### src/rtl/pmon_arb_pkg.sv
// pmon_arb_pkg: op encodings, arbiter states and engine GO decode shared by the PMON I2C arbiter.
package pmon_arb_pkg;

    localparam logic [1:0] OP_WPTR  = 2'b00;
    localparam logic [1:0] OP_READ  = 2'b01;
    localparam logic [1:0] OP_WWORD = 2'b10;
    localparam logic [1:0] OP_RSVD  = 2'b11;

    localparam int ENG_PTR_IDX  = 0;
    localparam int ENG_READ_IDX = 1;
    localparam int ENG_WORD_IDX = 2;

    typedef enum logic [1:0] {IDLE, GAP, RUN, COMPLETE} state_t;

    function automatic logic [2:0] op_go(input logic [1:0] op);
        logic [2:0] g;
        g = 3'b000;
        g[ENG_PTR_IDX]  = (op == OP_WPTR);
        g[ENG_READ_IDX] = (op == OP_READ);
        g[ENG_WORD_IDX] = (op == OP_WWORD);
        return g;
    endfunction

endpackage

### src/rtl/pmon_rr_picker.sv
// pmon_rr_picker: combinational round-robin selector, first set REQ at or after last_grant+1.
module pmon_rr_picker #(
    parameter int NREQ = 3,
    parameter int IW   = $clog2(NREQ)
) (
    input  logic [NREQ-1:0] req,
    input  logic [IW-1:0]   last_grant,
    output logic [NREQ-1:0] pick,
    output logic [IW-1:0]   idx
);

    logic          found;
    logic [IW-1:0] j;

    always_comb begin
        pick  = '0;
        idx   = '0;
        found = 1'b0;
        j     = '0;
        for (int i = 1; i <= NREQ; i++) begin
            j = IW'((int'(last_grant) + i) % NREQ);
            if (!found && req[j]) begin
                found   = 1'b1;
                pick[j] = 1'b1;
                idx     = j;
            end
        end
    end

endmodule

### src/rtl/pmon_i2c_arbiter.sv
// pmon_i2c_arbiter: round-robin sharing of the PMON I2C engines with GO/END handshake across clocks.
// Define PMON_ARB_TIMEOUT_EN to abort a RUN that sees no END within TIMEOUT_CYCLES.
module pmon_i2c_arbiter
    import pmon_arb_pkg::*;
#(
    parameter int NREQ           = 3,
    parameter int GAP_CYCLES     = 128,
    parameter int TIMEOUT_CYCLES = 65535
) (
    input  logic               CLK_24,
    input  logic               RESET_N,
    input  logic [NREQ-1:0]    REQ,
    input  logic [2*NREQ-1:0]  REQ_OP,
    input  logic [8*NREQ-1:0]  REQ_PTR,
    input  logic [16*NREQ-1:0] REQ_WDATA,
    output logic [NREQ-1:0]    GNT,
    output logic [NREQ-1:0]    DONE,
    output logic               ERR,
    output logic [15:0]        RDATA,
    output logic               BUSY,
    output logic [2:0]         ENG_GO,
    output logic [7:0]         ENG_PTR,
    output logic [15:0]        ENG_WDATA,
    input  logic [2:0]         ENG_END,
    input  logic [15:0]        ENG_RDATA
);

    localparam int IW = $clog2(NREQ);
    localparam int GW = $clog2(GAP_CYCLES + 1);

    if (NREQ < 2 || NREQ > 8 || GAP_CYCLES < 2 || TIMEOUT_CYCLES < 1) begin : g_bad_param
        $error("pmon_i2c_arbiter: parameter out of range");
    end

    state_t          state, state_n;
    logic [NREQ-1:0] pick;
    logic [IW-1:0]   pick_idx, win_idx, last_grant;
    logic [1:0]      op;
    logic [2:0]      go_sel, end_m, end_s;
    logic [GW-1:0]   gap_cnt;
    logic            err_q, err_n, end_hit, gap_done, to_hit;

    pmon_rr_picker #(.NREQ(NREQ), .IW(IW)) u_picker (
        .req        (REQ),
        .last_grant (last_grant),
        .pick       (pick),
        .idx        (pick_idx)
    );

    assign go_sel   = op_go(op);
    assign end_hit  = |(end_s & go_sel);
    assign gap_done = gap_cnt >= GW'(GAP_CYCLES - 1);
    assign DONE     = (state == COMPLETE) ? GNT : '0;
    assign ERR      = (state == COMPLETE) && err_q;
    assign BUSY     = state != IDLE;

`ifdef PMON_ARB_TIMEOUT_EN
    localparam int TW = $clog2(TIMEOUT_CYCLES + 1);
    logic [TW-1:0] to_cnt;
    assign to_hit = to_cnt >= TW'(TIMEOUT_CYCLES - 1);
    always_ff @(posedge CLK_24 or negedge RESET_N) begin
        if (!RESET_N)
            to_cnt <= '0;
        else
            to_cnt <= (state != RUN) ? '0 : (to_cnt == TW'(TIMEOUT_CYCLES)) ? to_cnt : to_cnt + 1'b1;
    end
`else
    assign to_hit = 1'b0;
`endif

    always_comb begin
        state_n = state;
        err_n   = err_q;
        case (state)
            IDLE: if (|REQ) begin
                state_n = GAP;
                err_n   = 1'b0;
            end
            // A reserved op never touches an engine, so it skips the gap wait.
            GAP: if (op == OP_RSVD) begin
                state_n = COMPLETE;
                err_n   = 1'b1;
            end else if (gap_done && !end_hit) begin
                state_n = RUN;
            end
            RUN: if (end_hit || to_hit) begin
                state_n = COMPLETE;
                err_n   = !end_hit;
            end
            default: state_n = IDLE;
        endcase
    end

    always_ff @(posedge CLK_24 or negedge RESET_N) begin
        if (!RESET_N) begin
            state      <= IDLE;
            err_q      <= 1'b0;
            end_m      <= 3'b000;
            end_s      <= 3'b000;
            gap_cnt    <= '0;
            GNT        <= '0;
            win_idx    <= '0;
            last_grant <= IW'(NREQ - 1);
            op         <= OP_WPTR;
            ENG_GO     <= 3'b000;
            ENG_PTR    <= 8'h00;
            ENG_WDATA  <= 16'h0000;
            RDATA      <= 16'h0000;
        end else begin
            state   <= state_n;
            err_q   <= err_n;
            end_m   <= ENG_END;
            end_s   <= end_m;
            gap_cnt <= (state != GAP) ? '0 : (gap_cnt == GW'(GAP_CYCLES)) ? gap_cnt : gap_cnt + 1'b1;
            ENG_GO  <= (state_n == RUN) ? go_sel : 3'b000;
            if (state == IDLE && |REQ) begin
                GNT       <= pick;
                win_idx   <= pick_idx;
                op        <= REQ_OP[{pick_idx, 1'b0} +: 2];
                ENG_PTR   <= REQ_PTR[{pick_idx, 3'b000} +: 8];
                ENG_WDATA <= REQ_WDATA[{pick_idx, 4'b0000} +: 16];
            end
            if (state == COMPLETE) begin
                GNT        <= '0;
                last_grant <= win_idx;
            end
            // END has been high two cycles by now, so read data is settled.
            if (state == RUN && end_hit && op == OP_READ)
                RDATA <= ENG_RDATA;
        end
    end

endmodule

### config.mk
export PLATFORM = sky130hd
export DESIGN_NAME = pmon_i2c_arbiter
export DESIGN_NICKNAME = d
export VERILOG_FILES = /design/src/rtl/pmon_arb_pkg.sv /design/src/rtl/pmon_rr_picker.sv /design/src/rtl/pmon_i2c_arbiter.sv
export SDC_FILE = /design/constraint.sdc
export NUM_CORES = 1
export LEC_CHECK = 0
export CAP_MARGIN = 5
export CELL_PAD_IN_SITES_DETAIL_PLACEMENT = 1
export CELL_PAD_IN_SITES_GLOBAL_PLACEMENT = 1
export CORE_MARGIN = 4
export CORE_UTILIZATION = 29
export CTS_CLUSTER_DIAMETER = 120
export DETAILED_ROUTE_END_ITERATION = 8
export PLACE_DENSITY_LB_ADDON = 0.08
export SETUP_SLACK_MARGIN = 0.2
export SLEW_MARGIN = 10
export SYNTH_ARGS = -nofsm -noshare
export SYNTH_HDL_FRONTEND = slang
export SYNTH_HIERARCHICAL = 1
export SYNTH_SLANG_ARGS = --single-unit
### constraint.sdc
create_clock -name CLK_24 -period 2.4 [get_ports CLK_24]
set_input_delay 0.24 -clock CLK_24 [delete_from_list [all_inputs] [get_ports CLK_24]]
set_output_delay 0.24 -clock CLK_24 [all_outputs]
set_load 0.01 [all_outputs]
==> flow_summary.toml <==
[sta]
setup_violations = 4
finalMaxSlewViolations = 0
clock.fmax_ghz = 0.413
worst_slew_pin_slew_ns = 0.503
whs_ns = 0.349
fin_tns_setup_ns = -0.0440
rsz0062_at_grt = "true"
clock_skew_ns = 0.00765
setup_slack_ns = -0.0208
min_period_over_period_pct = 101
slew_headroom_pct = 66.2
min_period_ns = 2.42
hold_viol_final = 0

[logic_synthesis]
syn_nets = 480
synth_seq_cells = 69
synthesis.area_mm2 = 0.00367
syn_inst = 367
avgSynthCellArea_um2 = 10.0
ys_seq_area_share_pct = 47.0
synth_ff_type = "dfrtp_1"
synth_warnings = 6
synth-edff-count = 0
async_reset_ff_share_pct = 100
ys_types = 51

[cells_and_area]
diodes = 0
drive_gt1_share_pct = 17.2
nets = 648
final_core_util_pct = 49.8
fin_area_mm2 = 0.00608
syn_to_final_growth_pct = 65.6
fillers = 1391

[pwr]
finalPower_mw = 7.82
pwr-share-comb_pct = 58.5
net-switching-power_mw = 2.93
seq_power_share_pct = 24.4
leakagePower_nw = 2.53
pwr_density_cell_mw_per_mm2 = 1290
p_clk_share_pct = 17.1
internal_power_mw = 4.89
vdd_drop_max_mv = 0.426
p_sw_share_pct = 37.5

[placed_design]
io_buffer_count = 152
gp_congestion = 0.773
dpl-instance-area_mm2 = 0.00547
hpwlAfterDp_um = 8660

[setup_path]
ff2ff_path_depth = 10
r2r_end = "ENG_WDATA[0]"
cp-startpoint = "last_grant[1]"
worstSetupPathDepth = 10
path_max_fanout = 6
startpoint_type = "flop"
cp_num_buf_inv = 3
crit_chain = "ha_4 -> and3b_2 -> o21bai_1 -> mux2_4 -> buf_6 -> nor2b_4 -> buf_6 -> clkbuf_16 -> a21oi_2 -> o21ai_1"
path_delay_family = "flip-flops"
worstReg2RegStart = "last_grant[1]"
path_common_cell = "buf_6"
critical_path.max_stage_delay_ns = 0.57
critical_path.endpoint_type = "flop"
cp-endpoint = "ENG_WDATA[0]"
slowest_stage = "dfstp_2"
crit_required_ns = 2.65
worstPathArrival_ns = 2.67
crit_type = "flop to flop"
rrSetupSlack_ns = -0.02

[status]
status = "finished with violations"
violations = "negative setup slack"

[detailed_routing]
finalWirelength_um = 12200
drcViolationCount = 0
routed_via_density = 4.71
dr.pass1.iters = 4
ant_nets = 0
vias = 3334
drt_iter0_markers = 104
routedWlPerCell_um = 17.2

[cts]
clock-sinks = 69
clkLatencyLatePin_ns = 0.33
cts_tree = "built"
tritoncts.num_buffers = 9
cts_root_buffer = "clkbuf_16"
path_clk_slew_ns = 0.06
htree_levels = 3
clk_path_buf_depth = 2

[floorplanning]
die_h_um = 121
rows = 40
core_area_mm2 = 0.0122
start_util_pct = 30.1
die_x_um = 121
io_pins = 153
die_area_mm2 = 0.0145

[global_routing]
grt_usage_pct = 16.8
grt_use_met1_pct = 19.8
grt-ovfl-total = 0
grt_use_met2_pct = 28.4
grt_pass1_vias = 3665
antenna_found_initial = 0
grt_first_pass_wirelength_um = 19100
grtUsageMet3_pct = 6.08
grt_start_max_net_pins = 56
globalRoute.busiestLayer = "met2"

[min_path]
min_path_type = "input pin to flop"

[job]
cap_violations = 0
-- layout make-up --
type	instances	area (µm²)	share of cell area, %
clock buffer	11	243	3.99
tap	168	210	3.45
multi-input combinational	265	1910	31.4
sequential	69	1730	28.4
timing repair buffer	177	1880	30.9
inverter	13	48.8	0.802
clock inverter	5	60.1	0.987
-- how the worst min path moves through the flow --
stage	start	endpoint	slack, ns	cells after the start
final	ENG_END[2]	end_m[2]	0.35	1
after CTS	ENG_END[2]	end_m[2]	0.34	1
after global placement	RESET_N	ENG_PTR[0]	0.18	1
after floorplan	RESET_N	ENG_GO[0]	-0.06	0
after global routing	ENG_END[2]	end_m[2]	0.33	1
after detailed placement	RESET_N	ENG_PTR[0]	0.18	1
-- state kept, by name, indices dropped and copies added, names as in the netlist, 3 cells and up --
signal / count
end_s: 3
gap_cnt: 8
RDATA: 16
ENG_WDATA: 16
ENG_GO: 3
end_m: 3
GNT: 3
ENG_PTR: 8
-- layout by cell type (no fill, tap or decap), types with 4 or more instances in the layout --
master	instances
dfrtp_1	67
clkdlybuf4s50_1	151
buf_4	9
nand3_1	4
a21oi_1	20
mux2_2	19
mux2i_1	29
ha_1	7
clkbuf_16	11
o21ai_1	19
nand2_1	46
and2_1	8
inv_1	12
buf_6	5
xnor2_1	5
a21oi_2	11
buf_12	5
nand2b_1	5
nor2_1	29
o21ai_0	10
-- layer usage --
| metal | wire length (µm) | part of all wire, % |
|---|---|---|
| met2 | 6080 | 50 |
| met3 | 848 | 7.0 |
| met5 | 0 | 0 |
| met1 | 5040 | 41 |
| met4 | 191 | 1.6 |
-- per-stage QoR --
| stage | cells | setup slack, ns |
|---|---|---|
| after floorplan | 367 | 0.167 |
| after global placement | 679 | 0.0706 |
| after detailed placement | 679 | -0.0437 |
| after CTS | 706 | 0.0350 |
| after global routing | 708 | -0.0882 |
| final | 708 | -0.0208 |
-- power by group through the flow --
stage	combinational [mW]	clock, mW	sequential [mW]
2_1_floorplan	2.11	0	2.03
3_3_place_gp	3.67	0	1.90
3_5_place_dp	3.75	0	1.92
4_1_cts	4.37	1.38	1.91
5_1_grt	4.97	1.43	1.97
6_report	4.58	1.34	1.91
-- cell usage after synthesis (2+ instances only) --
cell,count,share of area [%]
dfrtp_1,68,46
o22ai_1,2,0.34
inv_1,13,1.3
mux2_2,20,6.1
nor2_1,29,3.0
a211oi_1,2,0.41
buf_2,6,0.82
xnor2_1,5,1.2
a21oi_1,31,4.2
and3_1,2,0.34
o21ai_0,28,3.8
nand2b_1,5,0.85
o21a_1,2,0.41
nor4_1,3,0.51
buf_4,2,0.41
nor2b_1,4,0.68
o21bai_1,2,0.41
nand3_1,4,0.54
o221ai_1,2,0.48
and2_1,8,1.4
ha_1,11,3.7
nand3b_1,2,0.41
mux2i_1,32,8.7
nand2_1,46,4.7
clkbuf_1,10,1.0
nor3_1,3,0.41
-- cell families after synthesis --
logic type	after synthesis	synth area share (%)
simple gates	115	14.9
buf+inv	33	4.05
xor+xnor	6	1.43
flops	69	47.0
fa+ha+maj	11	3.75
mux	52	14.8
compound gates	81	14.0
-- timing repair --
item / in CTS / in global routing
cloned: 3 / 2
endpoints found under the hold margin: 11 / 0
setup buffers: 7 / 0
resized for setup: 29 / 19
setup endpoints to repair: 27 / 28
hold buffers: 1 / 0
pin swaps: 4 / 7
Note: power is estimated with default switching activity, not from simulation.
